## config.mk

```make
export PLATFORM = sky130hd
export DESIGN_NAME = flash_audio_reader
export DESIGN_NICKNAME = d
export VERILOG_FILES = /design/src/rtl/flash_audio_pkg.sv /design/src/rtl/flash_addr_step.sv /design/src/rtl/flash_audio_reader.sv
export SDC_FILE = /design/constraint.sdc
export NUM_CORES = 1
export LEC_CHECK = 0
export CAP_MARGIN = 30
export CORE_MARGIN = 2
export CORE_UTILIZATION = 25
export CTS_CLUSTER_DIAMETER = 60
export DETAILED_ROUTE_END_ITERATION = 16
export GPL_TIMING_DRIVEN = 0
export RECOVER_POWER = 100
export SLEW_MARGIN = 20
export SYNTH_ARGS = -nofsm -noshare
export SYNTH_HDL_FRONTEND = slang
export SYNTH_SLANG_ARGS = --single-unit
```

## constraint.sdc

```tcl
create_clock -name clk -period 2.8 [get_ports clk]
set_input_delay 0.56 -clock clk [delete_from_list [all_inputs] [get_ports clk]]
set_output_delay 0.56 -clock clk [all_outputs]
set_load 0.02 [all_outputs]
```

## src/rtl/flash_audio_pkg.sv

```systemverilog
// rtl/flash_audio_pkg.sv - shared types and defaults for the flash audio reader
package flash_audio_pkg;

    localparam int ADDR_W   = 23;
    localparam int SAMPLE_W = 16;
    localparam int WORD_W   = 32;

    localparam logic [ADDR_W-1:0] DEF_START_ADDR = 23'h0;
    localparam logic [ADDR_W-1:0] DEF_END_ADDR   = 23'h7FFFF;

    typedef enum logic [1:0] {
        IDLE,
        REQ,
        WAIT_DATA,
        WAIT_TICK2
    } state_e;

endpackage

```

## src/rtl/flash_addr_step.sv

```systemverilog
// rtl/flash_addr_step.sv - clip word address counter with load and wrapping step
module flash_addr_step
    import flash_audio_pkg::*;
#(
    parameter logic [ADDR_W-1:0] START_ADDR = DEF_START_ADDR,
    parameter logic [ADDR_W-1:0] END_ADDR   = DEF_END_ADDR
) (
    input  logic              clk,
    input  logic              rst_n,
    input  logic              load_start_i,
    input  logic              load_end_i,
    input  logic              step_fwd_i,
    input  logic              step_bwd_i,
    output logic [ADDR_W-1:0] addr_o
);

    logic [ADDR_W-1:0] addr_q;
    logic [ADDR_W-1:0] addr_d;

    // Loads take priority over steps; steps wrap at the clip boundaries.
    always_comb begin
        addr_d = addr_q;
        if (load_start_i) begin
            addr_d = START_ADDR;
        end else if (load_end_i) begin
            addr_d = END_ADDR;
        end else if (step_fwd_i) begin
            addr_d = (addr_q == END_ADDR) ? START_ADDR : addr_q + ADDR_W'(1);
        end else if (step_bwd_i) begin
            addr_d = (addr_q == START_ADDR) ? END_ADDR : addr_q - ADDR_W'(1);
        end
    end

    always_ff @(posedge clk or negedge rst_n) begin
        if (!rst_n) begin
            addr_q <= START_ADDR;
        end else begin
            addr_q <= addr_d;
        end
    end

    assign addr_o = addr_q;

endmodule

```

## src/rtl/flash_audio_reader.sv

```systemverilog
// rtl/flash_audio_reader.sv - fetches clip words from flash and plays them as 16-bit samples
module flash_audio_reader
    import flash_audio_pkg::*;
#(
    parameter logic [ADDR_W-1:0] START_ADDR = DEF_START_ADDR,
    parameter logic [ADDR_W-1:0] END_ADDR   = DEF_END_ADDR
) (
    input  logic                clk,
    input  logic                rst_n,
    input  logic                bF,
    input  logic                fF,
    input  logic                rst,
    input  logic                pause,
    input  logic                sample_tick,
    output logic                flash_read,
    input  logic                flash_waitrequest,
    output logic [ADDR_W-1:0]   flash_address,
    input  logic                flash_readdatavalid,
    input  logic [WORD_W-1:0]   flash_readdata,
    output logic [ADDR_W:0]     adr,
    output logic [SAMPLE_W-1:0] audio_out,
    output logic                audio_valid
);

    state_e              state_q, state_d;
    logic                pend_q, pend_d;
    logic                wdir_q, wdir_d;
    logic [WORD_W-1:0]   word_q, word_d;
    logic [SAMPLE_W-1:0] audio_q, audio_d;
    logic                valid_q, valid_d;

    logic                load_start, load_end, step_fwd, step_bwd;
    logic [ADDR_W-1:0]   addr;
    logic                dir;
    logic                tick_ok;
    logic                unused_ff;

    // Backward wins whenever bF is set, so fF carries no extra information.
    assign dir       = bF;
    assign unused_ff = fF;
    assign tick_ok   = sample_tick & ~pause;

    always_comb begin
        state_d    = state_q;
        pend_d     = pend_q;
        wdir_d     = wdir_q;
        word_d     = word_q;
        audio_d    = audio_q;
        valid_d    = 1'b0;
        load_start = 1'b0;
        load_end   = 1'b0;
        step_fwd   = 1'b0;
        step_bwd   = 1'b0;
        case (state_q)
            IDLE: begin
                if (rst) begin
                    load_start = 1'b1;
                    pend_d     = 1'b1;
                end else if (tick_ok) begin
                    load_end = pend_q & dir;
                    pend_d   = 1'b0;
                    wdir_d   = dir;
                    state_d  = REQ;
                end
            end
            REQ: begin
                if (!flash_waitrequest) begin
                    state_d = WAIT_DATA;
                end
            end
            WAIT_DATA: begin
                // Wait for the data even under rst so no stale beat leaks into the next read.
                if (flash_readdatavalid) begin
                    if (rst) begin
                        state_d = IDLE;
                    end else begin
                        word_d  = flash_readdata;
                        audio_d = wdir_q ? flash_readdata[31:16] : flash_readdata[15:0];
                        valid_d = 1'b1;
                        state_d = WAIT_TICK2;
                    end
                end
            end
            WAIT_TICK2: begin
                if (rst) begin
                    state_d = IDLE;
                end else if (tick_ok) begin
                    audio_d  = wdir_q ? word_q[15:0] : word_q[31:16];
                    valid_d  = 1'b1;
                    step_fwd = ~dir;
                    step_bwd = dir;
                    state_d  = IDLE;
                end
            end
            default: state_d = IDLE;
        endcase
    end

    always_ff @(posedge clk or negedge rst_n) begin
        if (!rst_n) begin
            state_q <= IDLE;
            pend_q  <= 1'b0;
            wdir_q  <= 1'b0;
            word_q  <= '0;
            audio_q <= '0;
            valid_q <= 1'b0;
        end else begin
            state_q <= state_d;
            pend_q  <= pend_d;
            wdir_q  <= wdir_d;
            word_q  <= word_d;
            audio_q <= audio_d;
            valid_q <= valid_d;
        end
    end

    flash_addr_step #(
        .START_ADDR (START_ADDR),
        .END_ADDR   (END_ADDR)
    ) u_addr (
        .clk          (clk),
        .rst_n        (rst_n),
        .load_start_i (load_start),
        .load_end_i   (load_end),
        .step_fwd_i   (step_fwd),
        .step_bwd_i   (step_bwd),
        .addr_o       (addr)
    );

    assign flash_read    = (state_q == REQ);
    assign flash_address = addr;
    assign adr           = {1'b0, addr};
    assign audio_out     = audio_q;
    assign audio_valid   = valid_q;

endmodule

```

==> results of run 1 <==
-- worst max-delay path by stage --
stage,startpoint,to,depth (start not counted)
5_1_grt,pause,u_addr.addr_o[1]$_DFFE_PN0P_,7
2_1_floorplan,u_addr.addr_o[0]$_DFFE_PN0P_,u_addr.addr_o[20]$_DFFE_PN0P_,7
6_report,sample_tick,u_addr.addr_o[1]$_DFFE_PN0P_,7
3_5_place_dp,sample_tick,u_addr.addr_o[1]$_DFFE_PN0P_,7
3_3_place_gp,rst_n,u_addr.addr_o[12]$_DFFE_PN0P_,1
4_1_cts,sample_tick,u_addr.addr_o[1]$_DFFE_PN0P_,7
-- power breakdown --
group	switching, mW	internal, mW	leakage (nW)	total, mW
clock	0.512	0.722	0.149	1.23
combinational	2.07	1.89	1.64	3.96
sequential	0.382	1.59	0.949	1.98
total	2.97	4.20	2.74	7.17
-- cells in the final DEF (no fill, tap or decap), types with 3 or more instances in the layout --
master           synthesis  routed
o21ai_0                 26      26
o21a_1                   4       4
inv_1                   10      10
nor2_1                  33      33
clkdlybuf4s50_1          0      36
nor4_4                   4       4
o221ai_1                 4       4
nor3b_1                  4       4
nor4_1                   3       3
a22oi_1                  4       4
buf_4                   25      25
or3_1                    7       7
and3_1                   6       6
o2111ai_1                3       3
mux4_2                  16      16
a211oi_1                 3       3
a21oi_1                 12      12
nand2_1                 22      22
ha_1                     3       3
o211ai_1                 5       5
a221oi_1                 3       3
dlygate4sd3_1            0      65
nand3_1                 15      15
a31oi_1                  3       3
clkbuf_16                0       9
clkbuf_1                12      13
buf_2                   14      12
buf_6                    5       5
nand4_1                 14      14
xnor2_1                  7       7
nor3_1                  20      19
o22ai_1                  4       4
mux2_2                  49      49
dfrtp_1                 76      76
-- layout make-up --
| class | count | area [µm²] | area share, % |
|---|---|---|---|
| clock inverter | 6 | 68.8 | 1.05 |
| multi-input combinational | 324 | 2600 | 39.6 |
| sequential | 76 | 1900 | 29.0 |
| tap | 265 | 332 | 5.05 |
| clock buffer | 10 | 239 | 3.64 |
| inverter | 10 | 37.5 | 0.572 |
| timing repair buffer | 103 | 1020 | 15.6 |
| buffer | 58 | 367 | 5.58 |
-- registers in the layout, summed over array words and instances, names as in the netlist --
signal,flops
audio_out,16
audio_valid,1
pend_q,1
state_q,2
u_addr.addr_o,23
wdir_q,1
word_q,32
-- through the flow --
stage	setup WS (ps)	setup TNS [ps]	instance area [µm²]
2_1_floorplan	533	0	4890
3_3_place_gp	-1730	-133930	6250
3_5_place_dp	-257	-3030	6270
4_1_cts	95.5	0	6590
5_1_grt	8.63	0	6570
6_report	24.2	0	6570
-- worst max-delay path, delay by kind of cell --
family                 cells  cell delay, ps
buffers and inverters      3             930
and+or+nand+nor            2             710
AOI/OAI and AO/OA          2             740
-- cell families after synthesis --
family	Yosys count	share of synthesized area, %
and+or+nand+nor	152	18.2
buffers and inverters	68	8.26
other	1	0.0766
adders and majority gates	3	0.767
xor gates and xnor gates	9	1.61
DFF	76	38.9
muxes	66	18.9
AOI/OAI and AO/OA	93	13.3
-- per-layer routing --
layer  routed length (µm)  GRT usage (%)  vias to the layer above  part of all wire, %
met4                  182           3.61                        0                  1.2
met2                 6900           23.4                      175                   47
met1                 6370           19.1                     2083                   44
met3                 1160           4.50                       21                  7.9
met5                    0              0                        -                    0
li1                     -              -                     1971                    -
-- repair_timing --
| action | 4_1_cts | 5_1_grt |
|---|---|---|
| endpoints found under the setup margin | 1 | 1 |
| pin swaps | 0 | 0 |
| resized for setup | 1 | 1 |
==> results.sh, run 1 <==
export IMPL_drtIter0Drc=281
export IMPL_synth_area_leaders="dfrtp_1, mux2_2, mux4_2"
export IMPL_synth_fp_nets=512
export IMPL_place_congestion=0.896
export IMPL_die_area_um2=20700
export IMPL_async_flop_share_pct=100
export IMPL_crit_type="input port to flop"
export IMPL_clockBufferDepth=2
export IMPL_die_x_um=144
export IMPL_crit_fanout=10
export IMPL_synth_ff_type="dfrtp_1"
export IMPL_total_power_mw=7.17
export IMPL_cts_made_buffers=9
export IMPL_insertion_delay_ps=350
export IMPL_setup_viol=0
export IMPL_grt_antenna_before_repair=0
export IMPL_core_area_um2=19300
export IMPL_clkSlewWorstSetupHoldPaths_ps=70
export IMPL_max_cap_viol_count=0
export IMPL_num_antenna_cells=0
export IMPL_cts_sinks=76
export IMPL_yosysSeqAreaShare_pct=38.9
export IMPL_post_route_util_pct=34.0
export IMPL_dr_pass1_iters=5
export IMPL_yosys_top_cells_count="dfrtp_1, mux2_2, nor2_1, o21ai_0, buf_4"
export IMPL_layout_nets=626
export IMPL_start_util_pct=25.3
export IMPL_root_buffer="clkbuf_16"
export IMPL_timing_reg2reg_setup_slack_ps=140
export IMPL_r2r_end="u_addr.addr_o[10]$_DFFE_PN0P_"
export IMPL_startpoint_type="input port"
export IMPL_p_per_area_nw_per_um2=1090
export IMPL_hp_start="rst"
export IMPL_ios=106
export IMPL_yosysTopAreaCellShare_pct=38.9
export IMPL_syn_area_um2=4890
export IMPL_row_count=51
export IMPL_hold_end="state_q[0]$_DFFE_PN0P_"
export IMPL_cp_cell_sequence="clkdlybuf4s50_1 -> or3b_4 -> or2_0 -> buf_6 -> clkbuf_1 -> a21oi_1 -> o221ai_1"
export IMPL_ctsHoldBuffers=0
export IMPL_hold_path_depth=2
export IMPL_synth_enable_flop_cells=0
export IMPL_slowest_stage="clkdlybuf4s50_1"
export IMPL_cpPeakStageDelay_ps=540
export IMPL_area_growth_pct=34.2
export IMPL_timing_rr_start="u_addr.addr_o[7]$_DFFE_PN0P_"
export IMPL_vias=4250
export IMPL_fin_cells=852
export IMPL_cts_tree="done"
export IMPL_hp_class="input port to flop"
export IMPL_skew_ps=11.7
export IMPL_dp_hpwl_mm=10.5
export IMPL_worst_pin_slew_ps=1490
export IMPL_cts_setup_buffers=0
export IMPL_ant_nets=0
export IMPL_h_tree_depth=3
export IMPL_fmax_mhz=360
export IMPL_track_usage_pct=14.5
export IMPL_routed_wl_mm=14.6
export IMPL_slew_viol_final=0
export IMPL_crit_path_end_kind="flop"
export IMPL_grt_max_degree=52
export IMPL_vias_per_cell=4.99
export IMPL_fillCellCount=2011
export IMPL_grt_pass1_wl_mm=23.2
export IMPL_drive_above_1_share_pct=24.2
export IMPL_rr_worst_depth=6
export IMPL_power_leakage_nw=2.74
export IMPL_drc=0
export IMPL_max_slew_margin_rel_pct=0.929
export IMPL_wl_per_cell_um=17.1
export IMPL_peakVddDrop_v=0.000404
export IMPL_rsz0062_at_grt="false"
export IMPL_holdWs_ps=435
export IMPL_ys_ff_latch=76
export IMPL_critPathArrivalTime_ps=2940
export IMPL_yosys_area_top_type="dfrtp_1"
export IMPL_fp_dieH_um=144
export IMPL_gr_total_overflow=0
export IMPL_min_period_ps=2780
export IMPL_fin_crit_sh_pct=99.1
export IMPL_syn_inst=468
export IMPL_hold_viol=0
export IMPL_yosys_warnings=0
export IMPL_dp_cells=836
export IMPL_numPortBuffers=102
export IMPL_synth_most_common_cell="dfrtp_1"
export IMPL_grt_pass1_vias=4158
export IMPL_syn_area_per_cell_um2=10.5
export IMPL_synth_distinct_cells=69
export IMPL_required_ps=2960
export IMPL_status="completed"
(Power assumes the default switching activity.)
==> inputs of run 2 (changes only) <==
--- a/config.mk
+++ b/config.mk
@@ -7,10 +7,11 @@
 export LEC_CHECK = 0
 export CAP_MARGIN = 30
 export CORE_MARGIN = 2
-export CORE_UTILIZATION = 25
+export CORE_UTILIZATION = 40
 export CTS_CLUSTER_DIAMETER = 60
 export DETAILED_ROUTE_END_ITERATION = 16
 export GPL_TIMING_DRIVEN = 0
+export PLACE_DENSITY = 0.64
 export RECOVER_POWER = 100
 export SLEW_MARGIN = 20
 export SYNTH_ARGS = -nofsm -noshare
==> results.sh, run 2 (synthesis gave the netlist of run 1 again) <==
export IMPL_status="complete, but fails checks"
export IMPL_violations="max-capacitance violations, max-slew violations"
export IMPL_cp_cell_sequence="clkdlybuf4s50_1 -> or3b_4 -> or2_0 -> buf_2 -> a21oi_4 -> clkbuf_2 -> a21oi_1 -> o221ai_1"
export IMPL_vias_per_cell=5.84
export IMPL_gr_total_overflow=0
export IMPL_fin_crit_sh_pct=96.1
export IMPL_start_util_pct=40.9
export IMPL_die_area_um2=13100
export IMPL_tns_ps=0
export IMPL_worst_pin_slew_ps=1500
export IMPL_clkSlewWorstSetupHoldPaths_ps=60
export IMPL_hp_start="rst"
export IMPL_insertion_delay_ps=350
export IMPL_hp_class="input port to flop"
export IMPL_place_area_um2=6120
export IMPL_drtIter0Drc=290
export IMPL_grt_pass1_wl_mm=23.0
export IMPL_design_area_um2=6470
export IMPL_clockBufferDepth=2
export IMPL_wl_per_cell_um=19.4
export IMPL_largest_register_ffs=32
export IMPL_crit_start="pause"
export IMPL_vias=4292
export IMPL_cpPeakStageDelay_ps=490
export IMPL_startpoint_type="input port"
export IMPL_post_place_ws_ps=-219
export IMPL_routed_wl_mm=14.2
export IMPL_grt_pass1_vias=4309
export IMPL_fp_dieH_um=115
export IMPL_rsz0062_at_grt="false"
export IMPL_ant_nets=0
export IMPL_die_x_um=115
export IMPL_numPortBuffers=102
export IMPL_hold_viol=0
export IMPL_max_slew_margin_rel_pct=-0.203
export IMPL_core_area_um2=12000
export IMPL_crit_fanout=10
export IMPL_layout_common_cells="dfrtp_1, dlygate4sd3_1, mux2_2, clkdlybuf4s50_1, nor2_1"
export IMPL_grt_antenna_before_repair=0
export IMPL_crit_path_end_kind="flop"
export IMPL_regMostFlops="word_q"
export IMPL_slowest_stage="clkdlybuf4s50_1"
export IMPL_ios=106
export IMPL_grt_max_degree=55
export IMPL_place_congestion=0.903
export IMPL_area_growth_pct=32.3
export IMPL_track_usage_pct=22.8
export IMPL_power_leakage_nw=2.76
export IMPL_fin_ws_ps=109
export IMPL_peakVddDrop_v=0.000472
export IMPL_skew_ps=7.44
export IMPL_min_period_ps=2690
export IMPL_slew_viol_final=22
export IMPL_h_tree_depth=3
export IMPL_drc=0
export IMPL_cts_made_buffers=9
export IMPL_root_buffer="clkbuf_16"
export IMPL_drive_above_1_share_pct=24.3
export IMPL_timing_rr_start="u_addr.addr_o[4]$_DFFE_PN0P_"
export IMPL_cts_sinks=76
export IMPL_dr_pass1_iters=5
export IMPL_max_cap_viol_count=1
export IMPL_cts_tree="done"
export IMPL_setup_viol=0
export IMPL_required_ps=3040
export IMPL_p_per_area_nw_per_um2=1130
export IMPL_layout_nets=627
export IMPL_fmax_mhz=372
export IMPL_dp_hpwl_mm=10.2
export IMPL_critPathArrivalTime_ps=2930
export IMPL_num_antenna_cells=0
export IMPL_final_common_cell="dfrtp_1"
export IMPL_row_count=40
export IMPL_crit_type="input port to flop"
[run 2: cell types whose count changed in the layout (fill, tap and decap cells not counted), moves of 2 or more]
cell / delta
inv_6: -2
buf_2: +2
bufinv_16: +2
buf_6: -2
[run 2: critical path: cells and delay by family]
kind            cells  cell delay, ps
buf+inv             3            1040
simple gates        2             700
compound gates      3             630
[run 2: worst paths after layout]
| path | end | slack, ps | cells past startpoint |
|---|---|---|---|
| min reg2reg | audio_out[10]$_DFFE_PN0P_ | 500 | 1 |
| min | state_q[0]$_DFFE_PN0P_ | 450 | 2 |
| max | u_addr.addr_o[15]$_DFFE_PN0P_ | 110 | 8 |
| max reg2reg | u_addr.addr_o[15]$_DFFE_PN0P_ | 250 | 7 |
| min in group asynchronous | u_addr.addr_o[11]$_DFFE_PN0P_ | 570 | 1 |
| max in group asynchronous | word_q[14]$_DFFE_PN0P_ | 1290 | 2 |
[run 2: what timing repair did]
action,CTS,global route
resized for setup,0,5
endpoints found under the setup margin,0,14
hold buffers,0,0
buffers inserted,0,0
[run 2: metrics by stage]
stage / cells / power, mW / utilization (%) / hold WS [ps]
4_1_cts: 734 / 7.48 / 54.1 / 129
3_5_place_dp: 718 / 6.09 / 51.2 / 492
6_report: 735 / 7.32 / 54.1 / 446
5_1_grt: 735 / 7.81 / 54.1 / 462
2_1_floorplan: 468 / 4.64 / - / 264
3_3_place_gp: 717 / 6.02 / 51.0 / 485
[run 2: final cells by class]
| type | count | area (µm²) |
|---|---|---|
| multi-input combinational | 324 | 2600 |
| clock inverter | 6 | 113 |
| tap | 147 | 184 |
| fill | 1110 | 5490 |
| inverter | 10 | 37.5 |
| sequential | 76 | 1900 |
| clock buffer | 10 | 229 |
| timing repair buffer | 104 | 1050 |
| buffer | 58 | 355 |
[run 2: layer usage]
| layer | wire length, µm | GRT usage (%) | vias up |
|---|---|---|---|
| li1 | - | - | 1972 |
| met1 | 5670 | 28.2 | 2118 |
| met2 | 6960 | 38.0 | 166 |
| met3 | 1210 | 6.30 | 36 |
| met4 | 405 | 8.78 | 0 |
| met5 | 0 | 0 | - |
[run 2: where the power goes]
part	internal (mW)	switching (mW)	leakage (nW)	total, mW
registers	1.60	0.365	0.949	1.96
clock network	0.873	0.486	0.167	1.36
logic	1.89	2.11	1.65	4.00
